`config.mk`:
```
export PLATFORM = sky130hd
export DESIGN_NAME = aes128_word_loader
export DESIGN_NICKNAME = d
export VERILOG_FILES = /design/src/rtl/aes128_stream_pkg.sv /design/src/rtl/aes128_word_serializer.sv /design/src/rtl/aes128_word_loader.sv
export SDC_FILE = /design/constraint.sdc
export NUM_CORES = 1
export LEC_CHECK = 0
export ABC_AREA = 1
export CAP_MARGIN = 30
export CORE_MARGIN = 3
export CORE_UTILIZATION = 45
export CTS_CLUSTER_SIZE = 10
export DETAILED_ROUTE_END_ITERATION = 10
export HOLD_SLACK_MARGIN = 0.02
export PLACE_DENSITY = 0.76
export REMOVE_ABC_BUFFERS = 1
export SLEW_MARGIN = 25
export SYNTH_ARGS = -nofsm -noshare
export SYNTH_HDL_FRONTEND = slang
export SYNTH_SLANG_ARGS = --single-unit
```
`constraint.sdc`:
```
create_clock -name pi_clk -period 1.6 [get_ports pi_clk]
set_clock_uncertainty 0.05 [all_clocks]
set_input_delay 0.4 -clock pi_clk [delete_from_list [all_inputs] [get_ports pi_clk]]
set_output_delay 0.4 -clock pi_clk [all_outputs]
set_load 0.02 [all_outputs]
```
`src/rtl/aes128_stream_pkg.sv`:
```
// Shared widths and FSM state encoding for the AES-128 word loader and its output serializer.
// Pure declarations: no logic, so no latency or backpressure of its own.
package aes128_stream_pkg;
   localparam int WORD_W          = 32;
   localparam int WORDS_PER_BLOCK = 4;
   localparam int BLOCK_W         = WORD_W * WORDS_PER_BLOCK;

   typedef enum logic [2:0] {
      ST_LOAD    = 3'd0,
      ST_START   = 3'd1,
      ST_WAIT    = 3'd2,
      ST_CAPTURE = 3'd3,
      ST_DRAIN   = 3'd4
   } state_e;
endpackage

```
`src/rtl/aes128_word_serializer.sv`:
```
// Drains a captured 128-bit block as four 32-bit words, MSW first; valid the cycle after load_i.
// Backpressure: the current word is held while valid_o & !ready_i; last_o marks the final handshake.
module aes128_word_serializer
   import aes128_stream_pkg::*;
(
   input  logic               clk_i,
   input  logic               rst_ni,
   input  logic               load_i,
   input  logic [BLOCK_W-1:0] data_i,
   input  logic               ready_i,
   output logic [WORD_W-1:0]  word_o,
   output logic               valid_o,
   output logic               last_o
);
   localparam logic [1:0] IDX_LAST = 2'(WORDS_PER_BLOCK - 1);

   logic [BLOCK_W-1:0] shreg_q;
   logic [1:0]         idx_q;
   logic               valid_q;
   logic               hs;

   assign hs = valid_q & ready_i;

   always_ff @(posedge clk_i) begin
      if (!rst_ni) begin
         shreg_q <= '0;
         idx_q   <= '0;
         valid_q <= 1'b0;
      end else if (load_i) begin
         shreg_q <= data_i;
         idx_q   <= '0;
         valid_q <= 1'b1;
      end else if (hs) begin
         idx_q <= idx_q + 2'd1;
         if (idx_q == IDX_LAST) valid_q <= 1'b0;
      end
   end

   // Word is forced to zero when idle so the port reads 0 outside DRAIN.
   assign word_o  = valid_q ? shreg_q[BLOCK_W-1 - WORD_W*int'(idx_q) -: WORD_W] : '0;
   assign valid_o = valid_q;
   assign last_o  = hs && (idx_q == IDX_LAST);
endmodule

```
`src/rtl/aes128_word_loader.sv`:
```
// Packs 32-bit words into AES-128 key/plaintext, starts the core (start 1 cycle after last word),
// and drains the ciphertext (first word 2 cycles after done); input stalls outside LOAD, output holds while !ready.
module aes128_word_loader
   import aes128_stream_pkg::*;
#(
   parameter int TIMEOUT_CYCLES = 255,
   parameter int TIMEOUT_W      = 8
) (
   input  logic               pi_clk,
   input  logic               pi_rst_n,
   input  logic [WORD_W-1:0]  pi_word,
   input  logic               pi_word_is_key,
   input  logic               pi_word_valid,
   output logic               po_word_ready,
   output logic [BLOCK_W-1:0] po_core_key,
   output logic [BLOCK_W-1:0] po_core_data,
   output logic               po_core_start,
   input  logic               pi_core_done,
   input  logic [BLOCK_W-1:0] pi_core_result,
   output logic [WORD_W-1:0]  po_out_word,
   output logic               po_out_valid,
   input  logic               pi_out_ready,
   output logic               po_busy,
   output logic               po_err
);
   localparam int                   GRP_W   = BLOCK_W - WORD_W;
   localparam logic [TIMEOUT_W-1:0] TO_LAST = TIMEOUT_W'(TIMEOUT_CYCLES - 1);

   state_e               state_q;
   logic [1:0]           cnt_q;
   logic                 grp_key_q;
   logic                 key_valid_q;
   logic [GRP_W-1:0]     grp_q;
   logic [BLOCK_W-1:0]   key_q;
   logic [BLOCK_W-1:0]   data_q;
   logic [TIMEOUT_W-1:0] to_cnt_q;
   logic                 start_q;
   logic                 err_q;

   logic [BLOCK_W-1:0]   grp_d;
   logic                 accept;
   logic                 mismatch;
   logic                 ser_last;

   // Only three words need buffering; the fourth completes the block straight from the port.
   assign grp_d    = {grp_q, pi_word};
   assign accept   = pi_word_valid && (state_q == ST_LOAD);
   assign mismatch = (cnt_q != 2'd0) && (pi_word_is_key != grp_key_q);

   always_ff @(posedge pi_clk) begin
      if (!pi_rst_n) begin
         state_q     <= ST_LOAD;
         cnt_q       <= '0;
         grp_key_q   <= 1'b0;
         key_valid_q <= 1'b0;
         grp_q       <= '0;
         key_q       <= '0;
         data_q      <= '0;
         to_cnt_q    <= '0;
         start_q     <= 1'b0;
         err_q       <= 1'b0;
      end else begin
         start_q <= 1'b0;
         err_q   <= 1'b0;
         case (state_q)
            ST_LOAD: begin
               if (accept) begin
                  if (mismatch) begin
                     err_q     <= 1'b1;
                     grp_q     <= {{(GRP_W-WORD_W){1'b0}}, pi_word};
                     cnt_q     <= 2'd1;
                     grp_key_q <= pi_word_is_key;
                  end else if (cnt_q == 2'd3) begin
                     cnt_q <= 2'd0;
                     if (grp_key_q) begin
                        key_q       <= grp_d;
                        key_valid_q <= 1'b1;
                     end else if (key_valid_q) begin
                        data_q  <= grp_d;
                        start_q <= 1'b1;
                        state_q <= ST_START;
                     end else begin
                        err_q <= 1'b1;
                     end
                  end else begin
                     cnt_q <= cnt_q + 2'd1;
                     grp_q <= grp_d[GRP_W-1:0];
                     if (cnt_q == 2'd0) grp_key_q <= pi_word_is_key;
                  end
               end
            end
            ST_START: begin
               to_cnt_q <= '0;
               state_q  <= ST_WAIT;
            end
            ST_WAIT: begin
               if (pi_core_done) begin
                  state_q <= ST_CAPTURE;
               end else if ((TIMEOUT_CYCLES != 0) && (to_cnt_q == TO_LAST)) begin
                  err_q   <= 1'b1;
                  state_q <= ST_LOAD;
               end else if (to_cnt_q != '1) begin
                  to_cnt_q <= to_cnt_q + 1'b1;
               end
            end
            ST_CAPTURE: state_q <= ST_DRAIN;
            ST_DRAIN:   if (ser_last) state_q <= ST_LOAD;
            default:    state_q <= ST_LOAD;
         endcase
      end
   end

   aes128_word_serializer u_ser (
      .clk_i   (pi_clk),
      .rst_ni  (pi_rst_n),
      .load_i  (state_q == ST_CAPTURE),
      .data_i  (pi_core_result),
      .ready_i (pi_out_ready),
      .word_o  (po_out_word),
      .valid_o (po_out_valid),
      .last_o  (ser_last)
   );

   assign po_word_ready = (state_q == ST_LOAD);
   assign po_busy       = (state_q != ST_LOAD);
   assign po_core_key   = key_q;
   assign po_core_data  = data_q;
   assign po_core_start = start_q;
   assign po_err        = err_q;
endmodule

```
==> flow_results.xml <==
<?xml version="1.0" encoding="UTF-8"?>
<metrics>
  <group name="timing">
    <metric name="worstMarginPinSlew" unit="ns">0.520</metric>
    <metric name="timing.final.crit_share" unit="%">147</metric>
    <metric name="fmax" unit="GHz">0.426</metric>
    <metric name="slew_violations" unit="">0</metric>
    <metric name="setup_violations" unit="">519</metric>
    <metric name="grt_setup_unrepaired" unit="">true</metric>
    <metric name="finalHoldViolations" unit="">0</metric>
    <metric name="post-route-min-period" unit="ns">2.35</metric>
    <metric name="finalWorstSetupSlack" unit="ns">-0.745</metric>
    <metric name="slew_headroom" unit="%">65.3</metric>
  </group>
  <group name="clock_tree">
    <metric name="clock-root-buffer" unit="">sky130_fd_sc_hd__clkbuf_16</metric>
    <metric name="max-clock-path-buffers" unit="">3</metric>
    <metric name="cts_buf_count" unit="">56</metric>
    <metric name="holdBufCountCts" unit="">0</metric>
    <metric name="cts_htree_levels" unit="">2</metric>
    <metric name="worst_skew_pair.late_latency" unit="ns">0.60</metric>
    <metric name="tritoncts_num_sinks" unit="">500</metric>
    <metric name="clkSlewWorstSetupHoldPaths" unit="ns">0.05</metric>
    <metric name="cts_tree" unit="">built</metric>
  </group>
  <group name="synthesis">
    <metric name="synth_sequential_area_ratio" unit="%">53.8</metric>
    <metric name="postSynthRegisterBits" unit="">500</metric>
    <metric name="syn_area_cell" unit="µm²">7.42</metric>
    <metric name="syn-cell-area" unit="µm²">18600</metric>
    <metric name="syn_inst" unit="">2508</metric>
    <metric name="synth.lib_cells_used.distinct" unit="">29</metric>
    <metric name="ys_warn_count" unit="">0</metric>
  </group>
  <group name="placed_design">
    <metric name="post-place-ws" unit="ns">-0.580</metric>
    <metric name="finalWeightedCongestion" unit="">0.905</metric>
    <metric name="placement.io_buffers" unit="">458</metric>
    <metric name="place.detailed.hpwl" unit="µm">41000</metric>
    <metric name="cell_count_after_placement" unit="">3398</metric>
  </group>
  <group name="die">
    <metric name="placeableCoreArea" unit="µm²">40300</metric>
    <metric name="die_width" unit="µm">209</metric>
    <metric name="die_area" unit="µm²">43900</metric>
    <metric name="ios" unit="">459</metric>
    <metric name="initial_utilization" unit="%">46.2</metric>
    <metric name="standard_cell_row_count" unit="">73</metric>
    <metric name="chipHeight" unit="µm">209</metric>
  </group>
  <group name="power_and_ir_drop">
    <metric name="power.static_leakage" unit="nW">11.9</metric>
    <metric name="irDropWorstVdd" unit="mV">0.857</metric>
    <metric name="pwr_density_cell" unit="nW/µm²">935</metric>
  </group>
  <group name="final_layout">
    <metric name="nNetsFinal" unit="">3195</metric>
    <metric name="multi_input_comb_area" unit="µm²">8860</metric>
    <metric name="layout.cells.most_common" unit="">sky130_fd_sc_hd__nor2_1</metric>
    <metric name="mostFrequentLayoutCells" unit="">920 x sky130_fd_sc_hd__nor2_1, 479 x sky130_fd_sc_hd__dfxtp_1, 229 x sky130_fd_sc_hd__o21ai_0</metric>
    <metric name="final-instance-count-excl-fill" unit="">3560</metric>
    <metric name="fillers" unit="">3084</metric>
    <metric name="drive_above_1_share" unit="%">27.8</metric>
    <metric name="regArea" unit="µm²">10000</metric>
    <metric name="post_synthesis_to_final_layout_area_growth" unit="%">49.0</metric>
  </group>
  <group name="global_route">
    <metric name="congestion_overflow_gr" unit="">0</metric>
    <metric name="grt_total_usage" unit="%">28.1</metric>
    <metric name="antenna_found_initial" unit="">4</metric>
    <metric name="grt_pass1_wl" unit="µm">100000</metric>
    <metric name="grt_start_max_net_pins" unit="">93</metric>
    <metric name="number_of_global_route_vias_before_repair" unit="">18267</metric>
  </group>
  <group name="flow_run">
    <metric name="maxCapViolCount" unit="">0</metric>
  </group>
  <group name="setup_path">
    <metric name="critPathLaunchType" unit="">flop</metric>
    <metric name="critical_path_required" unit="ns">1.15</metric>
    <metric name="critical_path_class" unit="">flop to output pin</metric>
    <metric name="critPathCaptureType" unit="">output pin</metric>
    <metric name="crit_fanout" unit="">7</metric>
    <metric name="cp.arrival" unit="ns">1.90</metric>
  </group>
  <group name="route">
    <metric name="drtPass1Iterations" unit="">6</metric>
    <metric name="route.detailed.drc" unit="">0</metric>
    <metric name="via_per_inst" unit="">5.64</metric>
    <metric name="wirelength" unit="µm">73900</metric>
    <metric name="detail_route.wl_per_cell" unit="µm">20.8</metric>
    <metric name="detail-route-antenna-nets" unit="">0</metric>
    <metric name="via_count" unit="">20075</metric>
    <metric name="drt_iter0_markers" unit="">1670</metric>
  </group>
  <group name="run_status">
    <metric name="violated_checks" unit="">negative setup slack</metric>
    <metric name="status" unit="">finished with violations</metric>
  </group>
  <group name="worst_hold_path">
    <metric name="min_path_type" unit="">input pin to flop</metric>
  </group>
</metrics>
-- critical path: stages, from the launching register on --
cell and delay, ns:
sky130_fd_sc_hd__dfxtp_4 0.38, sky130_fd_sc_hd__buf_12 0.16, sky130_fd_sc_hd__clkbuf_16 0.16, sky130_fd_sc_hd__nor2_4 0.03, sky130_fd_sc_hd__nor2_2 0.12, sky130_fd_sc_hd__o21ai_2 0.07
sky130_fd_sc_hd__a21oi_2 0.19, sky130_fd_sc_hd__buf_4 0.17
-- sequential cells by signal, summed over array words and instances (netlist names), 2 cells and up --
register and count:
po_core_key 128, u_ser.idx_q 2, to_cnt_q 8, po_core_data 128, state_q 3, u_ser.shreg_q 128, grp_q 96, cnt_q 2
-- cell families after synthesis --
family,count (synthesis),synth area share [%]
buffers and inverters,217,4.92
and+or+nand+nor,1183,24.6
adders and majority gates,5,0.336
xor gates and xnor gates,3,0.141
DFF,500,53.8
AOI/OAI and AO/OA,600,16.2
-- repair_timing --
item / in CTS / in global routing
gates resized for setup: 1511 / 463
buffers inserted: 20 / 23
pin swaps: 13 / 131
endpoints found under the setup margin: 715 / 549
cloned: 16 / 44
-- cell usage after synthesis (all sizes together) --
cell type / instances / area (µm²)
a211oi: 3 / 22.5
a21oi: 109 / 546
a31oi: 1 / 6.26
buf: 78 / 392
clkbuf: 111 / 419
clkinv: 1 / 3.75
dfxtp: 500 / 10000
ha: 5 / 62.6
inv: 27 / 101
nand2: 113 / 434
nand3: 76 / 390
nand4: 3 / 18.8
nor2: 985 / 3710
nor3: 5 / 30.0
nor3b: 1 / 7.51
o2111ai: 1 / 8.76
o21ai: 485 / 2430
o21bai: 1 / 7.51
xnor2: 1 / 8.76
xor2: 2 / 17.5
-- where the power goes --
group          total (mW)  switching (mW)  internal [mW]
Clock                11.3            4.85           6.50
Combinational        1.81           0.940          0.866
Sequential           12.8           0.174           12.6
-- through the flow --
step,util (%),total power [mW],TNS (ns),hold slack [ns],instance area [µm²]
after global placement,60.2,14.4,-171.78,0.412,24200
final,68.9,25.9,-84.19,0.0935,27700
after floorplan,-,13.4,-1662.01,0.406,17800
after global routing,68.9,26.6,-130.35,0.0885,27700
after CTS,63.5,25.7,-68.18,0.0556,25600
after detailed placement,60.2,14.4,-183.65,0.420,24200
-- final cells by class --
cell class	instances	area share [%]
flip-flops and latches	500	36.2
multi-input cells	1791	32.0
repair buffers	644	23.2
clock buffers	65	5.44
well taps	525	2.37
inverters	28	0.523
repair inverters	3	0.171
clock inverters	1	0.0586
diodes	3	0.0271
-- per-layer routing --
layer	vias to the layer above	part of all wire [%]	GRT usage, %
met5	-	0.020	0
met2	1062	47	46.4
met4	2	5.9	13.9
met1	9540	38	35.5
met3	289	8.4	5.05
li1	9182	-	-
-- worst paths after layout --
path	cells past startpoint	from	endpoint	slack [ns]
worst max-delay path	7	u_ser.idx_q[0]	po_out_word[10]	-0.75
worst min-delay path	3	pi_rst_n	u_ser.shreg_q[66]	0.09
worst max register to register	9	state_q[0]	grp_q[27]	-0.31
worst min register to register	2	po_core_key[6]	po_core_key[6]	0.42
Power figures use the tool's default switching activity.
